File: src/rtl/lsu_mem_adapter_if.sv
// rtl/lsu_mem_adapter_if.sv - request/response and memory-port bundle for lsu_mem_adapter
//
// Signals:
//   req_valid_i / req_ready_o   request handshake (pipeline -> adapter)
//   req_we_i, req_size_i, req_unsigned_i, req_addr_i, req_wdata_i  request fields
//   resp_valid_o, resp_rdata_o, misalign_o                        one-cycle response
//   mem_we_o, mem_addr_o, mem_wdata_o, mem_rdata_i                word memory port
// Modports:
//   slave  - the adapter
//   master - the pipeline plus memory environment driving the adapter
interface lsu_mem_adapter_if;
    logic        req_valid_i;
    logic        req_ready_o;
    logic        req_we_i;
    logic [1:0]  req_size_i;
    logic        req_unsigned_i;
    logic [31:0] req_addr_i;
    logic [31:0] req_wdata_i;
    logic        resp_valid_o;
    logic [31:0] resp_rdata_o;
    logic        misalign_o;
    logic        mem_we_o;
    logic [31:0] mem_addr_o;
    logic [31:0] mem_wdata_o;
    logic [31:0] mem_rdata_i;

    modport slave (
        input  req_valid_i, req_we_i, req_size_i, req_unsigned_i, req_addr_i, req_wdata_i,
        input  mem_rdata_i,
        output req_ready_o, resp_valid_o, resp_rdata_o, misalign_o,
        output mem_we_o, mem_addr_o, mem_wdata_o
    );

    modport master (
        output req_valid_i, req_we_i, req_size_i, req_unsigned_i, req_addr_i, req_wdata_i,
        output mem_rdata_i,
        input  req_ready_o, resp_valid_o, resp_rdata_o, misalign_o,
        input  mem_we_o, mem_addr_o, mem_wdata_o
    );
endinterface

File: src/rtl/lsu_mem_adapter.sv
// rtl/lsu_mem_adapter.sv - load/store unit to word-wide memory adapter with sub-word merge
//
// Ports:
//   clk_i   clock, all state on rising edge
//   rst_ni  asynchronous active-low reset
//   bus     lsu_mem_adapter_if.slave: request handshake, one-cycle response,
//           word memory port (combinational read, write on falling edge)
// Build option:
//   LSU_MISALIGN_CHECK_EN  when defined, misaligned half/word requests skip memory and
//                          respond with misalign_o=1; otherwise the low address bits
//                          are truncated to natural alignment.
module lsu_mem_adapter (
    input  logic               clk_i,
    input  logic               rst_ni,
    lsu_mem_adapter_if.slave   bus
);
    typedef enum logic [2:0] {S_IDLE, S_LOAD, S_MERGE, S_STORE, S_RESP} state_t;

    state_t      state_q, state_d;
    logic        we_q;
    logic [1:0]  size_q;
    logic        uns_q;
    logic [31:0] addr_q;
    logic [31:0] wdata_q;
    logic [31:0] merge_q;
    logic [31:0] rdata_q;

    logic        req_mis;
    logic        accept;
    logic [1:0]  lane;
    logic [31:0] shifted;
    logic [31:0] load_val;
    logic [3:0]  byte_en;
    logic [31:0] rep;
    logic [31:0] merged;

    assign accept = (state_q == S_IDLE) && bus.req_valid_i;

`ifdef LSU_MISALIGN_CHECK_EN
    logic mis_q;
    assign req_mis = ((bus.req_size_i == 2'b01) && bus.req_addr_i[0]) ||
                     (bus.req_size_i[1] && (bus.req_addr_i[1:0] != 2'b00));
    assign bus.misalign_o = mis_q && (state_q == S_RESP);

    always_ff @(posedge clk_i or negedge rst_ni) begin
        if (!rst_ni) begin
            mis_q <= 1'b0;
        end else if (accept) begin
            mis_q <= req_mis;
        end
    end
`else
    assign req_mis        = 1'b0;
    assign bus.misalign_o = 1'b0;
`endif

    assign bus.mem_addr_o   = {addr_q[31:2], 2'b00};
    assign bus.mem_wdata_o  = merge_q;
    assign bus.resp_rdata_o = rdata_q;

    // Lane masked to natural alignment: only matters when misaligned accesses proceed.
    always_comb begin
        lane    = 2'b00;
        byte_en = 4'b1111;
        rep     = wdata_q;
        case (size_q)
            2'b00: begin
                lane    = addr_q[1:0];
                byte_en = 4'b0001 << lane;
                rep     = {4{wdata_q[7:0]}};
            end
            2'b01: begin
                lane    = {addr_q[1], 1'b0};
                byte_en = 4'b0011 << lane;
                rep     = {2{wdata_q[15:0]}};
            end
            default: begin
                lane    = 2'b00;
                byte_en = 4'b1111;
                rep     = wdata_q;
            end
        endcase
    end

    always_comb begin
        shifted  = bus.mem_rdata_i >> {lane, 3'b000};
        load_val = shifted;
        case (size_q)
            2'b00:   load_val = {{24{~uns_q & shifted[7]}}, shifted[7:0]};
            2'b01:   load_val = {{16{~uns_q & shifted[15]}}, shifted[15:0]};
            default: load_val = shifted;
        endcase
        for (int i = 0; i < 4; i++) begin
            merged[8*i +: 8] = byte_en[i] ? rep[8*i +: 8] : bus.mem_rdata_i[8*i +: 8];
        end
    end

    always_comb begin
        state_d          = state_q;
        bus.req_ready_o  = 1'b0;
        bus.resp_valid_o = 1'b0;
        bus.mem_we_o     = 1'b0;
        case (state_q)
            S_IDLE: begin
                bus.req_ready_o = 1'b1;
                if (bus.req_valid_i) begin
                    if (req_mis)              state_d = S_RESP;
                    else if (!bus.req_we_i)   state_d = S_LOAD;
                    else if (bus.req_size_i[1]) state_d = S_STORE;
                    else                      state_d = S_MERGE;
                end
            end
            S_LOAD:  state_d = S_RESP;
            S_MERGE: state_d = S_STORE;
            S_STORE: begin
                // Decoded from the async-reset state, so reset drops the write at once.
                bus.mem_we_o = 1'b1;
                state_d      = S_RESP;
            end
            S_RESP: begin
                bus.resp_valid_o = 1'b1;
                state_d          = S_IDLE;
            end
            default: state_d = S_IDLE;
        endcase
    end

    always_ff @(posedge clk_i or negedge rst_ni) begin
        if (!rst_ni) begin
            state_q <= S_IDLE;
            we_q    <= 1'b0;
            size_q  <= 2'b00;
            uns_q   <= 1'b0;
            addr_q  <= 32'h0;
            wdata_q <= 32'h0;
            merge_q <= 32'h0;
            rdata_q <= 32'h0;
        end else begin
            state_q <= state_d;
            if (accept) begin
                we_q    <= bus.req_we_i;
                size_q  <= bus.req_size_i;
                uns_q   <= bus.req_unsigned_i;
                addr_q  <= bus.req_addr_i;
                wdata_q <= bus.req_wdata_i;
                // Word stores bypass MERGE, so the store data goes straight to the write register.
                if (bus.req_we_i && bus.req_size_i[1] && !req_mis) begin
                    merge_q <= bus.req_wdata_i;
                end
            end
            if (state_q == S_LOAD) begin
                rdata_q <= load_val;
            end
            if (state_q == S_MERGE) begin
                merge_q <= merged;
            end
        end
    end

    logic unused_we;
    assign unused_we = we_q;
endmodule
File: src/flat_wrapper.sv
// flat-port wrapper written by rule: the top's interface ports become plain ports
module lsu_mem_adapter_flat 
  (clk_i, rst_ni, bus_req_valid_i, bus_req_we_i, bus_req_size_i, bus_req_unsigned_i, bus_req_addr_i, bus_req_wdata_i, bus_mem_rdata_i, bus_req_ready_o, bus_resp_valid_o, bus_resp_rdata_o, bus_misalign_o, bus_mem_we_o, bus_mem_addr_o, bus_mem_wdata_o);
  lsu_mem_adapter_if bus_i ();
  input  logic clk_i;
  input  logic rst_ni;
  input wire logic [$bits(bus_i.req_valid_i)-1:0] bus_req_valid_i;
  input wire logic [$bits(bus_i.req_we_i)-1:0] bus_req_we_i;
  input wire logic [$bits(bus_i.req_size_i)-1:0] bus_req_size_i;
  input wire logic [$bits(bus_i.req_unsigned_i)-1:0] bus_req_unsigned_i;
  input wire logic [$bits(bus_i.req_addr_i)-1:0] bus_req_addr_i;
  input wire logic [$bits(bus_i.req_wdata_i)-1:0] bus_req_wdata_i;
  input wire logic [$bits(bus_i.mem_rdata_i)-1:0] bus_mem_rdata_i;
  output wire logic [$bits(bus_i.req_ready_o)-1:0] bus_req_ready_o;
  output wire logic [$bits(bus_i.resp_valid_o)-1:0] bus_resp_valid_o;
  output wire logic [$bits(bus_i.resp_rdata_o)-1:0] bus_resp_rdata_o;
  output wire logic [$bits(bus_i.misalign_o)-1:0] bus_misalign_o;
  output wire logic [$bits(bus_i.mem_we_o)-1:0] bus_mem_we_o;
  output wire logic [$bits(bus_i.mem_addr_o)-1:0] bus_mem_addr_o;
  output wire logic [$bits(bus_i.mem_wdata_o)-1:0] bus_mem_wdata_o;
  assign bus_i.req_valid_i = bus_req_valid_i;
  assign bus_i.req_we_i = bus_req_we_i;
  assign bus_i.req_size_i = bus_req_size_i;
  assign bus_i.req_unsigned_i = bus_req_unsigned_i;
  assign bus_i.req_addr_i = bus_req_addr_i;
  assign bus_i.req_wdata_i = bus_req_wdata_i;
  assign bus_i.mem_rdata_i = bus_mem_rdata_i;
  assign bus_req_ready_o = bus_i.req_ready_o;
  assign bus_resp_valid_o = bus_i.resp_valid_o;
  assign bus_resp_rdata_o = bus_i.resp_rdata_o;
  assign bus_misalign_o = bus_i.misalign_o;
  assign bus_mem_we_o = bus_i.mem_we_o;
  assign bus_mem_addr_o = bus_i.mem_addr_o;
  assign bus_mem_wdata_o = bus_i.mem_wdata_o;
  lsu_mem_adapter u_core (.clk_i(clk_i), .rst_ni(rst_ni), .bus(bus_i));
endmodule
File: config.mk
export PLATFORM = sky130hd
export DESIGN_NAME = lsu_mem_adapter_flat
export DESIGN_NICKNAME = d
export VERILOG_FILES = /design/src/rtl/lsu_mem_adapter_if.sv /design/src/rtl/lsu_mem_adapter.sv /design/src/flat_wrapper.sv
export SDC_FILE = /design/constraint.sdc
export NUM_CORES = 1
export LEC_CHECK = 0
export ABC_AREA = 1
export CORE_ASPECT_RATIO = 1.25
export CORE_MARGIN = 10
export CORE_UTILIZATION = 45
export CTS_BUF_LIST = sky130_fd_sc_hd__clkbuf_4
export CTS_CLUSTER_SIZE = 14
export DETAILED_ROUTE_END_ITERATION = 7
export PLACE_DENSITY = 0.76
export SETUP_SLACK_MARGIN = 0.15
export SLEW_MARGIN = 20
export SYNTH_ARGS = -nofsm -noshare
export SYNTH_HDL_FRONTEND = slang
export SYNTH_SLANG_ARGS = --single-unit
File: constraint.sdc
create_clock -name clk_i -period 1.6 [get_ports clk_i]
set_clock_uncertainty 0.1 [all_clocks]
set_input_delay 0.24 -clock clk_i [delete_from_list [all_inputs] [get_ports clk_i]]
set_output_delay 0.24 -clock clk_i [all_outputs]
set_load 0.02 [all_outputs]
==> summary.txt, run 1 <==
GRT
  • GRT Resource Usage Total: 24.8%
  • Initial antenna violation count: 3
  • First-pass GRT wire length: between 40 and 50 mm
  • Largest net degree at the start of global routing: 45
  • Vias in the first global route: 7,685
  • GRT busiest layer: met2
  • GRT met1 Usage: 27.8%
  • Met3 global-route usage: 5.52%
  • GRT overflow: 0
  • Met2 GRT Util: 43.3%

Floorplan
  • Die Y: about 160 um
  • Initial core utilization: 45.7%
  • Chip width: 132 um
  • Core area: 15,600 sq um
  • # IOs: 203
  • Rows: 51
  • Die ar.: 21,300 sq um

Placement
  • DP HPWL: 18.3 mm
  • GPL Wtd Cong: 0.917
  • Dpl cells: 1,350
  • # port buffers: about 200

Synthesis
  • Post-synth top area share: 47.1%
  • Synth Cell Area: between 7000 and 8000 sq um
  • Flops & latches, synth: roughly 130
  • Post-synth top area cell: dfrtp_1
  • Area contributors post-synth: dfrtp_1 (47%), nand2_1 (16%), a21oi_1 (8.4%)
  • Avg Cell Area, Syn: 7.55 sq um
  • Cells after synthesis: about 940
  • Synthesis Warnings: 0
  • Register area share after synthesis: 47.1%
  • Unique cell type count in the Yosys netlist: 30

STA
  • Setup WS post-layout: -0.274 ns
  • Final Hold Fails: 14
  • RSZ-0062 raised after global routing: yes
  • Worst-Margin Slew: just over 0.5 ns
  • Max Clk Rate: about 530 MHz
  • Hold Slack: -0.0126 ns
  • Period utilisation layout: 117%
  • Count of final max-slew check failures: 0
  • Setup violations, final: 134
  • Max-slew headroom: between 60% and 70%
  • Fin crit period: 1.87 ns

Clock network
  • Clock buffer depth: 2
  • H-tree depth: 4
  • Num CTS Buffers: 17
  • CTS tree: done
  • Worst-path clk slew: 0.14 ns
  • CTS Root Cell: clkbuf_4
  • Sink Count: between 100 and 150
  • Clk_lat worst skew: 0.58 ns

Setup path
  • CP Max Fanout: 40
  • Critical path endpoint category: register
  • R2R Setup Slk: -0.27 ns
  • Worst path max stage delay: about 0.44 ns
  • Setup CP Type: reg -> reg
  • Arr. time, crit path: about 2.3 ns
  • Startpoint Class: register
  • CP Data Required Time: 2.02 ns
  • Worst-path cell chain: nor2_2 -> buf_4 -> nand2_2 -> buf_12 -> a21oi_1 -> o21ai_0 -> a21oi_2
  • CP max stage cell: dfrtp_1

Min path
  • Tightest Hold Check Type: in -> async

Finish
  • Layout net count: 1,341
  • Share of cells above drive strength 1: between 40% and 50%
  • # fillers: 1,021
  • Area grow syn2layout: 69.4%
  • Final Util: 77.4%
  • Cell Count, Final, Fillers Out: approximately 1,500

Pwr
  • Power per cell area: ~2200 nW/um^2
  • Total power: approximately 0.027 W
  • P_leak: 5.69 nW
  • Max IR drop VDD: roughly 1.2 mV

Route
  • DRC: 0
  • Antenna-violating nets left: 0
  • Final WL: 31.2 mm
  • WL/cell: 21.3 um
  • Vias: 8,169
  • Vias per cell: 5.57
  • Initial DRC count: 707
  • First drt pass iteration count: 8

Run status
  • Failing checks: negative hold slack, negative setup slack
  • Run status: complete, but fails checks

Job
  • Total of max-cap violations: 0
cell usage in the layout, fill, tap and decap left out, types with 4 or more instances in the layout:
master,instances
buf_16,8
buf_4,96
dfrtp_1,131
a21oi_2,51
nand2_1,260
nand2_2,25
buf_12,17
nor2_4,9
buf_8,4
nor2_1,24
nor2_2,17
a21oi_4,9
or2_2,22
nand2_4,10
clkbuf_4,17
o21ai_0,24
clkinv_4,5
clkdlybuf4s50_1,101
clkbuf_16,10
o21ai_2,7
nand3_4,6
o21ai_1,31
nand3_2,28
inv_4,5
a21boi_2,6
nand3_1,27
inv_1,76
a21oi_1,60
buf_6,116
nand2_8,9
inv_6,6
metal layers:
layer | wire [um] | vias to the layer above
met5 | 0 | -
met4 | 1730 | 0
met3 | 2950 | 154
met2 | 15600 | 569
met1 | 10900 | 3867
li1 | - | 3579
metrics by stage:
step           worst slack, ns  hold slack [ns]  instance area (sq um)  setup TNS (ns)
6_report                -0.274          -0.0126                  12000          -20.18
4_1_cts                 -0.130         -0.00980                  11100           -4.28
5_1_grt                 -0.317          0.00877                  12000          -28.47
3_3_place_gp            -0.138           0.0375                   9630           -8.90
2_1_floorplan            0.130           -0.156                   7160               0
3_5_place_dp            -0.206           0.0379                   9630          -10.45
cells by family (layout without fill, tap and decap cells):
family	after synthesis	count (layout)	share of synthesized area [%]
other	1	6	0.0527
AOI/OAI and AO/OA	200	201	15.1
and+or+nand+nor	435	440	25.8
DFF	134	134	47.1
buffers and inverters	172	473	12.0
final timing paths:
path / startpoint / cells after the start / to
min reg2reg: u_core.wdata_q[17] / 2 / u_core.wdata_q[17]
min in group clk_i: bus_req_addr_i[4] / 3 / u_core.addr_q[4]
min: rst_ni / 2 / u_core.wdata_q[4]
max reg2reg: u_core.state_q[2] / 7 / u_core.bus.mem_wdata_o[4]
max: u_core.state_q[2] / 7 / u_core.bus.mem_wdata_o[4]
max in group asynchronous: rst_ni / 3 / u_core.addr_q[30]
worst max-delay path, delay by kind of cell, from the launching register on:
kind | cells | cell delay [ns]
flip-flops | 1 | 0.44
AND/OR/NAND/NOR | 2 | 0.29
AO/OA/AOI/OAI | 3 | 0.61
buffers and inverters | 2 | 0.36
cell type report:
cell class | count | area, sq um | share of cell area, %
repair buffers | 354 | 3930 | 32.6
multi-input cells | 644 | 3860 | 32.0
flip-flops and latches | 134 | 3360 | 27.9
inverters | 87 | 357 | 2.96
well taps | 212 | 265 | 2.20
clock inverters | 15 | 145 | 1.20
clock buffers | 17 | 128 | 1.06
diodes | 3 | 7.51 | 0.0623
synthesized netlist by cell type:
cell type,n
o211ai_1,3
nor2_8,1
nor3b_1,1
o21ai_4,1
a21oi_2,1
nand2_4,3
buf_2,19
inv_1,80
or2_2,22
buf_6,4
clkbuf_1,21
nor2_2,3
nor3_1,1
buf_4,40
nand2_2,3
nand2_1,294
a21oi_1,119
o21ai_1,17
o21a_1,3
a31oi_1,3
o21ai_0,46
conb_1,1
dfrtp_1,134
a21boi_2,6
nand3_1,58
inv_2,7
clkbuf_2,1
o22ai_1,1
nor2_1,47
nand3_2,2
state kept, by name (all words and copies together), names as in the netlist:
name / count
u_core.bus.mem_wdata_o: 32
u_core.wdata_q: 32
u_core.addr_q: 32
u_core.size_q: 2
u_core.state_q: 3
u_core.bus.resp_rdata_o: 32
u_core.uns_q: 1
report_power, final:
part / internal [W] / total, W / leakage, nW / switching, W
logic: 0.00830 / 0.0181 / 3.95 / 0.00982
clock network: 0.000806 / 0.00233 / 0.146 / 0.00152
registers: 0.00508 / 0.00644 / 1.59 / 0.00136
what timing repair did:
action,4_1_cts,5_1_grt
hold buffers,2,0
endpoints found under the hold margin,134,0
setup buffers,20,34
resized for setup,740,119
gates cloned,13,12
setup endpoints to repair,228,229
pin swaps,41,41
No activity file was read; power rests on OpenSTA's default activity.
==> run 2, diff against run 1 <==
CTS_CLUSTER_DIAMETER = 100   (was not set)
==> results of run 2 <==
Final layout, timing and power as in run 1 (identical DEF).
